File: src/rtl/fp16_align_add_norm.sv
// Sequential align / add / normalize / round core for the binary16 adder.
// Takes ordered operands and returns a packed result over a valid/ready handshake.
module fp16_align_add_norm #(
  parameter int MAX_ALIGN       = 14,
  parameter int FLUSH_SUBNORMAL = 1
) (
  input  logic        clk,
  input  logic        rst,
  input  logic        in_valid,
  output logic        in_ready,
  input  logic        As,
  input  logic        Bs,
  input  logic        swap,
  input  logic [4:0]  moves,
  input  logic [4:0]  exp,
  input  logic [9:0]  Am,
  input  logic [9:0]  Bm,
  output logic        out_valid,
  input  logic        out_ready,
  output logic [15:0] result,
  output logic        ovf,
  output logic        inexact
);

  localparam logic [2:0] IDLE  = 3'd0;
  localparam logic [2:0] ALIGN = 3'd1;
  localparam logic [2:0] ADD   = 3'd2;
  localparam logic [2:0] NORM  = 3'd3;
  localparam logic [2:0] ROUND = 3'd4;
  localparam logic [2:0] DONE  = 3'd5;
  localparam logic [4:0] MAX_A = 5'(MAX_ALIGN);

  logic [2:0]  state;
  logic [13:0] sl;
  logic [13:0] ss;
  logic [14:0] m;
  logic [4:0]  e;
  logic [4:0]  cnt;
  logic        rs;
  logic        sub;
  logic        big;
  logic        zero;
  logic        flush;

  logic [4:0]  es;
  logic [4:0]  a;
  logic [13:0] sl_in;
  logic [13:0] ss_in;
  logic [13:0] ss_add;
  logic [14:0] sum;
  logic        inc;
  logic [10:0] frac_rnd;
  logic [4:0]  e_inc;

  assign in_ready = (state == IDLE);

  // Operand preparation, adder and rounding increment.
  always_comb begin
    es = exp - moves;
    if (moves > MAX_A) begin
      a = MAX_A;
    end else begin
      a = moves;
    end
    if ((FLUSH_SUBNORMAL != 0) && (exp == 5'd0)) begin
      sl_in = 14'd0;
    end else begin
      sl_in = {exp != 5'd0, Am, 3'b000};
    end
    if (es != 5'd0) begin
      ss_in = {1'b1, Bm, 3'b000};
    end else begin
      ss_in = 14'd0;
    end
    // Shifts beyond the cap leave only a sticky contribution.
    if (big) begin
      ss_add = {13'd0, |ss};
    end else begin
      ss_add = ss;
    end
    if (sub) begin
      sum = {1'b0, sl} - {1'b0, ss_add};
    end else begin
      sum = {1'b0, sl} + {1'b0, ss_add};
    end
    inc      = m[2] & (m[1] | m[0] | m[3]);
    frac_rnd = {1'b0, m[12:3]} + {10'd0, inc};
    e_inc    = e + 5'd1;
  end

  // Control FSM and datapath registers.
  always_ff @(posedge clk) begin
    if (rst) begin
      state     <= IDLE;
      out_valid <= 1'b0;
      result    <= 16'h0000;
      ovf       <= 1'b0;
      inexact   <= 1'b0;
      sl        <= 14'd0;
      ss        <= 14'd0;
      m         <= 15'd0;
      e         <= 5'd0;
      cnt       <= 5'd0;
      rs        <= 1'b0;
      sub       <= 1'b0;
      big       <= 1'b0;
      zero      <= 1'b0;
      flush     <= 1'b0;
    end else begin
      case (state)
        IDLE: begin
          if (in_valid) begin
            rs    <= swap ? Bs : As;
            sub   <= As ^ Bs;
            sl    <= sl_in;
            ss    <= ss_in;
            e     <= exp;
            cnt   <= a;
            big   <= (moves > MAX_A);
            zero  <= 1'b0;
            flush <= 1'b0;
            if (exp == 5'h1F) begin
              result  <= {swap ? Bs : As, 5'h1F, Am};
              ovf     <= 1'b0;
              inexact <= 1'b0;
              state   <= DONE;
            end else if (a == 5'd0) begin
              state <= ADD;
            end else begin
              state <= ALIGN;
            end
          end
        end
        ALIGN: begin
          ss  <= {1'b0, ss[13:2], ss[1] | ss[0]};
          cnt <= cnt - 5'd1;
          if (cnt == 5'd1) begin
            state <= ADD;
          end
        end
        ADD: begin
          m     <= sum;
          state <= NORM;
        end
        NORM: begin
          if (m == 15'd0) begin
            zero  <= 1'b1;
            state <= ROUND;
          end else if (m[14]) begin
            m     <= {1'b0, m[14:2], m[1] | m[0]};
            e     <= e_inc;
            state <= ROUND;
          end else if (m[13]) begin
            state <= ROUND;
          end else if (e == 5'd1) begin
            flush <= 1'b1;
            state <= ROUND;
          end else begin
            m <= {m[13:0], 1'b0};
            e <= e - 5'd1;
            if (m[12]) begin
              state <= ROUND;
            end
          end
        end
        ROUND: begin
          state <= DONE;
          if (zero) begin
            result  <= 16'h0000;
            ovf     <= 1'b0;
            inexact <= 1'b0;
          end else if (flush) begin
            result  <= {rs, 15'd0};
            ovf     <= 1'b0;
            inexact <= 1'b1;
          end else if ((e == 5'h1F) || (frac_rnd[10] && (e_inc == 5'h1F))) begin
            result  <= {rs, 5'h1F, 10'd0};
            ovf     <= 1'b1;
            inexact <= 1'b1;
          end else if (frac_rnd[10]) begin
            result  <= {rs, e_inc, 10'd0};
            ovf     <= 1'b0;
            inexact <= |m[2:0];
          end else begin
            result  <= {rs, e, frac_rnd[9:0]};
            ovf     <= 1'b0;
            inexact <= |m[2:0];
          end
        end
        DONE: begin
          if (!out_valid) begin
            out_valid <= 1'b1;
          end else if (out_ready) begin
            out_valid <= 1'b0;
            state     <= IDLE;
          end
        end
        default: begin
          state <= IDLE;
        end
      endcase
    end
  end

endmodule

File: config.mk
export PLATFORM = sky130hd
export DESIGN_NAME = fp16_align_add_norm
export DESIGN_NICKNAME = d
export VERILOG_FILES = /design/src/rtl/fp16_align_add_norm.sv
export SDC_FILE = /design/constraint.sdc
export NUM_CORES = 1
export LEC_CHECK = 0
export ABC_AREA = 1
export BUFFER_PORTS_ARGS = -buffer_cell sky130_fd_sc_hd__buf_4
export CORE_MARGIN = 1
export CORE_UTILIZATION = 50
export DETAILED_ROUTE_END_ITERATION = 8
export GPL_ROUTABILITY_DRIVEN = 0
export PLACE_DENSITY = 0.65
export SKIP_CTS_REPAIR_TIMING = 1
export SLEW_MARGIN = 30
export SYNTH_ARGS = -nofsm -noshare
export SYNTH_HDL_FRONTEND = slang
export SYNTH_SLANG_ARGS = --single-unit
File: constraint.sdc
create_clock -name clk -period 3.3 [get_ports clk]
set_input_delay 0.495 -clock clk [delete_from_list [all_inputs] [get_ports clk]]
set_output_delay 0.495 -clock clk [all_outputs]
set_load 0.03 [all_outputs]
==> impl_metrics.json, run 1 <==
{
  "critPathKind": "reg2reg",
  "critPathLaunch": "ss[4]",
  "synth_cell_types": 55,
  "syn_avg_cell_area_um2": 6.73,
  "wl_per_cell_um": 15.6,
  "drive_above_1_share": 0.200,
  "clock-sinks": 77,
  "layoutNonFillerInstCount": 999,
  "layout.nets": 920,
  "area_growth_syn_to_layout_pct": 16.0,
  "fin_skew_ps": 14.7,
  "p_leak_nw": 2.79,
  "cts_buffers": 9,
  "clk_pin_slew_ps": 90,
  "rsz0062_at_grt": "true",
  "start_util": 0.521,
  "cts_root_buf": "clkbuf_8",
  "worstPathArrival_ps": 3420,
  "wl_met2_mm": 7.25,
  "synth_top_family_by_area": "simple AND/OR/NAND/NOR gates",
  "setup_viol": 0,
  "core-area_mm2": 0.0104,
  "cp_max_fo": 6,
  "yosysSeqAreaShare": 0.284,
  "ys.warnings.count": 0,
  "place_inst": 978,
  "cp-endpoint": "m[13]",
  "grt_start_max_net_pins": 29,
  "drt_first_pass_iters": 7,
  "fin_util": 0.604,
  "pre_cts_slack_ps": 50.0,
  "synth_commonest_cells": "161 x nand2_1, 86 x inv_1, 77 x dfxtp_1, 76 x o21ai_0, 73 x a21oi_1",
  "finalHoldViolCount": 0,
  "tightest_slew_ps": 586,
  "clkLatencyLatePin_ps": 370,
  "min_from": "Am[3]",
  "dr_wl_met3_um": 808,
  "r2r_start": "ss[4]",
  "whs_ps": 403,
  "p_per_area_mw_per_mm2": 739,
  "r2r-end": "m[13]",
  "num_rows": 37,
  "synth_fa_ha_area_frac": 0.0577,
  "antenna_left": 0,
  "drc": 0,
  "synth_ff_type": "dfxtp_1",
  "yosys.area.top_type": "dfxtp_1",
  "dr.max_layer_used": "met4",
  "reg2reg_depth": 25,
  "io_pins": 57,
  "async_reset_ff_frac": 0,
  "hold_class": "in2reg",
  "synth_area_leaders": "dfxtp_1 28%, nand2_1 11%, o21ai_0 7.0%, a21oi_1 6.7%, inv_1 6.0%",
  "worstSetupEndpointType": "flop",
  "slew_viol_final": 0,
  "cts_tree": "built",
  "yosysMostFrequentCell": "nand2_1",
  "fin_ws_ps": 178,
  "m1WireLength_mm": 7.28,
  "r2r_slack_ps": 180,
  "syn-num-nets": 868,
  "portBuffers": 56,
  "die_w_um": 106,
  "vdd_drop_max_mv": 0.319,
  "outcome": "completed",
  "design_power_total_mw": 4.65,
  "cp.required_ps": 3600,
  "netlist.area_leader.share": 0.284,
  "min_period_ps": 3120,
  "num_vias": 5568,
  "max_slew_margin": 0.608,
  "synth_simple_gate_area_frac": 0.313,
  "grt_pass1_wl_mm": 25.1,
  "synth-compound-area-share": 0.208,
  "dieArea_mm2": 0.0113,
  "grt_pass1_vias": 5161,
  "synthXorXnorAreaFrac": 0.0371,
  "dr.first_iter.drc_count": 264,
  "hpwl_mm": 11.8,
  "cp-start-kind": "flop",
  "maxCapViolCount": 0,
  "diodes": 0,
  "synth-edff-count": 0,
  "synth_cells": 806,
  "overflow": 0,
  "drt_wl_total_mm": 15.6,
  "antenna_found_initial": 0,
  "fin_crit_sh": 0.946,
  "htree_levels": 3,
  "fmax_mhz": 320,
  "grtUsageTotal": 0.283,
  "syn_area_mm2": 0.00543,
  "fp.dieH_um": 106,
  "clock_path_buffers": 2,
  "via_per_inst": 5.57,
  "ys_seq_elements": 77,
  "synthMuxAreaShare": 0.00185,
  "n_fill_cell": 1026
}
-- how the worst min path moves through the flow --
stage	to	slack [ps]	depth (start not counted)
3_3_place_gp	cnt[4]	450	2
4_1_cts	sl[6]	390	3
2_1_floorplan	cnt[4]	440	2
3_5_place_dp	cnt[4]	460	2
6_report	sl[6]	400	3
5_1_grt	ss[12]	400	3
-- logic make-up (layout without fill, tap and decap cells) --
logic type | Yosys count | count (layout)
simple gates | 351 | 351
xor+xnor | 23 | 23
buf+inv | 129 | 186
mux | 1 | 1
compound gates | 200 | 200
fa+ha+maj | 25 | 25
flops | 77 | 77
-- per-stage QoR --
| stage | setup TNS (ps) | instance area [um^2] |
|---|---|---|
| after CTS | 0 | 6090 |
| after global routing | -381 | 6290 |
| after global placement | 0 | 5920 |
| after floorplan | 0 | 5430 |
| final | 0 | 6290 |
| after detailed placement | 0 | 5920 |
-- layer usage --
layer,vias to the layer above,global-route usage
li1,2800,-
met1,2586,0.378
met2,157,0.458
met3,25,0.0570
met4,0,0.0843
met5,-,0
-- cells in the final DEF, fill, tap and decap left out, types with 5 or more instances in the layout --
cell,n
nand3b_1,5
clkbuf_8,10
ha_1,20
o21ai_0,75
nor3_1,10
nand2_1,157
dfxtp_2,5
dfxtp_1,71
nor2_1,60
xor2_1,18
a31oi_1,16
nand3_1,53
buf_4,67
xnor2_1,5
a21oi_1,70
ha_4,5
inv_2,16
o22ai_1,11
nor2_4,8
nand3_2,6
nor2_2,11
nand2_2,10
inv_1,84
nand4_1,7
-- registers in the layout (all words and copies together), names as in the netlist --
| register | cells |
|---|---|
| ss | 14 |
| sub | 1 |
| e | 5 |
| result | 16 |
| inexact | 1 |
| sl | 11 |
| out_valid | 1 |
| ovf | 1 |
| big | 1 |
| zero | 1 |
| cnt | 5 |
| state | 3 |
| flush | 1 |
| rs | 1 |
| m | 15 |
-- layout make-up --
class	count	area [um^2]	area share
inverters	103	393	0.0624
well taps	136	170	0.0270
multi-input cells	600	3500	0.556
clock buffers	12	145	0.0231
clock inverters	4	31.3	0.00497
repair buffers	67	503	0.0799
flip-flops and latches	77	1550	0.246
-- power by group --
group / switching, mW / total (mW) / internal [mW]
Combinational: 1.71 / 2.68 / 0.968
Sequential: 0.195 / 1.29 / 1.10
Clock: 0.382 / 0.679 / 0.297
Total: 2.29 / 4.65 / 2.36
-- critical path, stage by stage (launching register included) --
cell and delay (ps):
dfxtp_1 340, nor2_1 110, nand2_1 70, nor2_1 100
nand2_1 70, nand2_2 70, nand2_2 60, inv_2 80
ha_4 130, nand2_1 70, nor2_2 130, nand3_2 90
nand2_1 80, xor2_1 160, inv_1 110, ha_4 310
nand2_1 110, nor2_2 160, inv_2 70, nor4_4 280
nand2_1 100, nand2_1 60, nand2_1 40, nand3_1 70
nand2_1 60, a21oi_1 110
Power figures use the tool's default switching activity.
==> inputs of run 2 (changes only) <==
CORE_MARGIN = 3   (was 1)
clock period = 4 ns   (was 3.3 ns; I/O delays follow)
==> impl_metrics.json, run 2 (same netlist as run 1, synthesis figures left out) <==
{
  "largest_reg_flops": 16,
  "dr.first_iter.drc_count": 386,
  "wl_per_cell_um": 15.8,
  "worstPathCellList": "nor2_1 > nand2_1 > nor2_1 > nand2_1 > nand2_1 > nand2_1 > inv_1 > ha_1 > nand2_1 > nor2_2 > nand3_1 > nor2_2 > nand2_1 > nand2_1 > xor2_1 > inv_1 > ha_1 > nand2_1 > nor2_1 > a211oi_1 > nand2_1 > nand2_1 > nand3_1 > a21oi_1",
  "worstSetupEndpointType": "flop",
  "antenna_left": 0,
  "r2r_slack_ps": 560,
  "r2r-end": "m[11]",
  "setup_tns_ps": 0,
  "die_w_um": 110,
  "core-area_mm2": 0.0104,
  "clock-sinks": 77,
  "drt_wl_total_mm": 15.6,
  "final_common_cell": "nand2_1",
  "clk_pin_slew_ps": 80,
  "path_common_cell": "nand2_1",
  "cp_num_buf_inv": 2,
  "slew_viol_final": 0,
  "reg_top3": "result: 16 flops, m: 15 flops, ss: 14 flops",
  "max_slew_margin": 0.462,
  "p_per_area_mw_per_mm2": 600,
  "finalHoldViolCount": 0,
  "combPwrFrac": 0.556,
  "min_path_cells": 2,
  "place_inst": 974,
  "reg2reg_depth": 24,
  "grtUsageTotal": 0.269,
  "drt_first_pass_iters": 5,
  "clkLatencyLatePin_ps": 370,
  "cts_buffers": 9,
  "clkPwrFrac": 0.152,
  "cp_max_fo": 5,
  "num_rows": 37,
  "design_power_total_mw": 3.63,
  "start_util": 0.521,
  "outcome": "completed",
  "dieArea_mm2": 0.0121,
  "num_vias": 5547,
  "clock_path_buffers": 2,
  "hpwl_mm": 11.9,
  "grt_start_max_net_pins": 40,
  "cp_top_family": "simple AND/OR/NAND/NOR gates",
  "cts_root_buf": "clkbuf_8",
  "layout.nets": 911,
  "portBuffers": 56,
  "drc": 0,
  "rsz0062_at_grt": "false",
  "hold_class": "reg2reg",
  "antenna_found_initial": 0,
  "min_from": "inexact",
  "power.internal_mw": 1.85,
  "final_cell_mix": "161 x nand2_1, 85 x inv_1, 77 x dfxtp_1",
  "critPathLaunch": "ss[6]",
  "grt_pass1_vias": 5304,
  "tightest_slew_ps": 804,
  "diodes": 0,
  "grt_pass1_wl_mm": 25.7,
  "stdcell_area_mm2": 0.00606,
  "htree_levels": 3,
  "worstPathArrival_ps": 3730,
  "fmax_mhz": 291,
  "vdd_drop_max_mv": 0.397,
  "seqPwrFrac": 0.292,
  "fp.dieH_um": 110,
  "cp-start-kind": "flop",
  "fin_crit_sh": 0.860,
  "via_per_inst": 5.60,
  "min_period_ps": 3440,
  "critPathKind": "reg2reg",
  "cp_slowest_cell": "dfxtp_1",
  "maxCapViolCount": 0,
  "overflow": 0,
  "regMostFlops": "result",
  "drive_above_1_share": 0.153,
  "setup_viol": 0,
  "whs_ps": 476,
  "cp.required_ps": 4290,
  "layoutNonFillerInstCount": 990,
  "place_area_mm2": 0.00589,
  "swShare": 0.492,
  "p_leak_nw": 2.73,
  "fin_skew_ps": 13.3,
  "r2r_start": "ss[6]",
  "slowest_delay_ps": 350,
  "io_pins": 57,
  "min_to": "inexact",
  "area_growth_syn_to_layout_pct": 11.6,
  "p_switching_mw": 1.79,
  "cts_tree": "built"
}
-- run 2: layout make-up --
type	count	area, um^2
clock buffer	13	149
timing repair buffer	58	435
clock inverter	3	21.3
tap	136	170
sequential	77	1540
multi-input combinational	600	3350
inverter	103	393
fill	1015	4360
-- run 2: worst register-to-register path, stage by stage (launching register included) --
cell	delay [ps]
dfxtp_1	350
nor2_1	120
nand2_1	80
nor2_1	110
nand2_1	60
nand2_1	70
nand2_1	100
inv_1	160
ha_1	210
nand2_1	70
nor2_2	100
nand3_1	110
nor2_2	110
nand2_1	70
nand2_1	80
xor2_1	190
inv_1	60
ha_1	350
nand2_1	160
nor2_1	100
a211oi_1	320
nand2_1	100
nand2_1	60
nand3_1	70
a21oi_1	140
-- run 2: how the worst max path moves through the flow --
stage,endpoint,cells after the start
6_report,m[11],24
2_1_floorplan,m[13],22
4_1_cts,m[11],24
3_3_place_gp,m[12],23
3_5_place_dp,m[11],24
5_1_grt,m[11],24
-- run 2: power groups by stage --
stage	combinational, mW	sequential, mW	clock [mW]
6_report	2.02	1.06	0.551
3_3_place_gp	1.97	1.07	0
5_1_grt	2.28	1.08	0.587
4_1_cts	2.01	1.06	0.560
2_1_floorplan	1.55	1.04	0
3_5_place_dp	1.99	1.07	0
-- run 2: stage by stage --
stage | utilization | worst slack [ps]
floorplan | - | 1060
global placement | 0.565 | 708
detailed placement | 0.565 | 604
CTS | 0.582 | 576
global route | 0.582 | 75.8
finish | 0.582 | 559
-- run 2: layer usage --
| metal | up-vias | share of wire | track usage |
|---|---|---|---|
| met2 | 173 | 0.45 | 0.428 |
| met4 | 0 | 0.025 | 0.107 |
| met5 | - | 0 | 0 |
| li1 | 2798 | - | - |
| met1 | 2544 | 0.47 | 0.367 |
| met3 | 32 | 0.055 | 0.0373 |
==> inputs of run 3 (changes only) <==
CORE_UTILIZATION = 55   (was 50)
PLACE_DENSITY = 0.71   (was 0.65)
==> impl_metrics.json, run 3 (same netlist as run 1, synthesis figures left out) <==
{
  "hpwl_mm": 11.6,
  "fin_skew_ps": 6.56,
  "finalHoldViolCount": 0,
  "area_growth_syn_to_layout_pct": 11.9,
  "fin_util": 0.645,
  "p_leak_nw": 2.74,
  "cp_slowest_cell": "dfxtp_1",
  "min_to": "inexact",
  "design_power_total_mw": 3.66,
  "final_common_cell": "nand2_1",
  "antenna_left": 0,
  "min_period_ps": 3450,
  "reg2reg_depth": 22,
  "m1WireLength_mm": 6.86,
  "clkLatencyLatePin_ps": 360,
  "worstPathArrival_ps": 3750,
  "place_area_mm2": 0.00588,
  "final_cell_mix": "161 x nand2_1, 86 x inv_1, 77 x dfxtp_1",
  "p_per_area_mw_per_mm2": 603,
  "clkPwrFrac": 0.164,
  "cts_tree": "built",
  "grt_start_max_net_pins": 47,
  "regMostFlops": "result",
  "outcome": "completed",
  "vdd_drop_max_mv": 0.269,
  "dieArea_mm2": 0.0111,
  "slew_viol_final": 0,
  "max_slew_margin": 0.461,
  "grt_pass1_vias": 5415,
  "portBuffers": 56,
  "htree_levels": 3,
  "combPwrFrac": 0.546,
  "place_inst": 967,
  "num_rows": 35,
  "via_per_inst": 5.73,
  "r2r_slack_ps": 550,
  "path_common_cell": "nand2_1",
  "tightest_slew_ps": 805,
  "drive_above_1_share": 0.154,
  "p_switching_mw": 1.76,
  "cts_buffers": 9,
  "antenna_found_initial": 0,
  "seqPwrFrac": 0.289,
  "fin_crit_sh": 0.864,
  "rsz0062_at_grt": "false",
  "start_util": 0.576,
  "clock-sinks": 77,
  "regArea_mm2": 0.00154,
  "io_pins": 57,
  "cp.required_ps": 4290,
  "grt_pass1_wl_mm": 25.4,
  "power.internal_mw": 1.90,
  "dr_wl_met3_um": 941,
  "dr.first_iter.drc_count": 372,
  "num_vias": 5622,
  "n_fill_cell": 908,
  "worstSetupEndpointType": "flop",
  "cp_max_fo": 6,
  "die_w_um": 105,
  "drt_wl_total_mm": 15.2,
  "reg_top3": "result: 16 flops, m: 15 flops, ss: 14 flops",
  "stdcell_area_mm2": 0.00607,
  "maxCapViolCount": 0,
  "cts_root_buf": "clkbuf_8",
  "setup_tns_ps": 0,
  "layoutNonFillerInstCount": 982,
  "cp_top_family": "simple AND/OR/NAND/NOR gates",
  "slowest_delay_ps": 360,
  "wl_met2_mm": 6.93,
  "wl_per_cell_um": 15.5,
  "r2r-end": "m[11]",
  "min_from": "inexact",
  "setup_viol": 0,
  "largest_reg_flops": 16,
  "cp_num_buf_inv": 2,
  "swShare": 0.480,
  "fmax_mhz": 289,
  "clk_pin_slew_ps": 80,
  "layout.nets": 911,
  "dr.max_layer_used": "met4",
  "r2r_start": "ss[1]",
  "min_path_cells": 2,
  "diodes": 0,
  "drc": 0,
  "cp-start-kind": "flop",
  "hold_class": "reg2reg",
  "worstPathCellList": "nor2_1 > nand2_1 > nor2_1 > nand2_1 > nand2_1 > nand2_1 > inv_1 > ha_1 > nand2_1 > nor2_2 > nand3_1 > nand2_1 > xor2_1 > inv_1 > ha_1 > a21oi_1 > o21ai_0 > a211oi_1 > nand2_1 > nand2_1 > nand3_1 > a21oi_1",
  "grtUsageTotal": 0.278,
  "drt_first_pass_iters": 7,
  "critPathKind": "reg2reg",
  "multi_input_area_mm2": 0.00335,
  "fp.dieH_um": 105,
  "core-area_mm2": 0.00942,
  "clock_path_buffers": 2,
  "overflow": 0
}
## run 3: area by class of cell
class	instances	share of cell area
clock buffers	11	0.0233
clock inverters	4	0.00804
inverters	103	0.0647
multi-input cells	600	0.552
flip-flops and latches	77	0.254
well taps	129	0.0266
repair buffers	58	0.0718
## run 3: power by group through the flow
stage	clock, mW	combinational [mW]	sequential, mW
after floorplan	0	1.55	1.04
after global placement	0	1.94	1.06
after detailed placement	0	1.97	1.07
after CTS	0.619	1.98	1.05
after global routing	0.650	2.25	1.08
final	0.602	2.00	1.06
## run 3: metal layers
| layer | vias up | GRT usage |
|---|---|---|
| met5 | - | 0 |
| met2 | 184 | 0.449 |
| li1 | 2788 | - |
| met1 | 2611 | 0.368 |
| met4 | 0 | 0.107 |
| met3 | 39 | 0.0508 |
## run 3: per-stage QoR
step                      hold slack, ps  setup slack [ps]
after floorplan                      442              1060
after global placement               452               703
after detailed placement             461               606
after CTS                            473               559
after global routing                 500               178
final                                474               545
## run 3: worst reg2reg max path: stages, from the launching register on
cell,delay (ps)
dfxtp_1,360
nor2_1,120
nand2_1,60
nor2_1,100
nand2_1,60
nand2_1,80
nand2_1,100
inv_1,160
ha_1,210
nand2_1,70
nor2_2,100
nand3_1,110
nand2_1,90
xor2_1,190
inv_1,60
ha_1,350
a21oi_1,360
o21ai_0,150
a211oi_1,320
nand2_1,100
nand2_1,70
nand3_1,70
a21oi_1,120
## run 3: worst max-delay path by stage
stage / from / to / cells past startpoint
finish: ss[1] / m[11] / 22
global route: ss[1] / m[11] / 22
global placement: ss[4] / m[11] / 22
detailed placement: ss[2] / m[11] / 22
CTS: ss[1] / m[11] / 22
floorplan: big / m[13] / 22
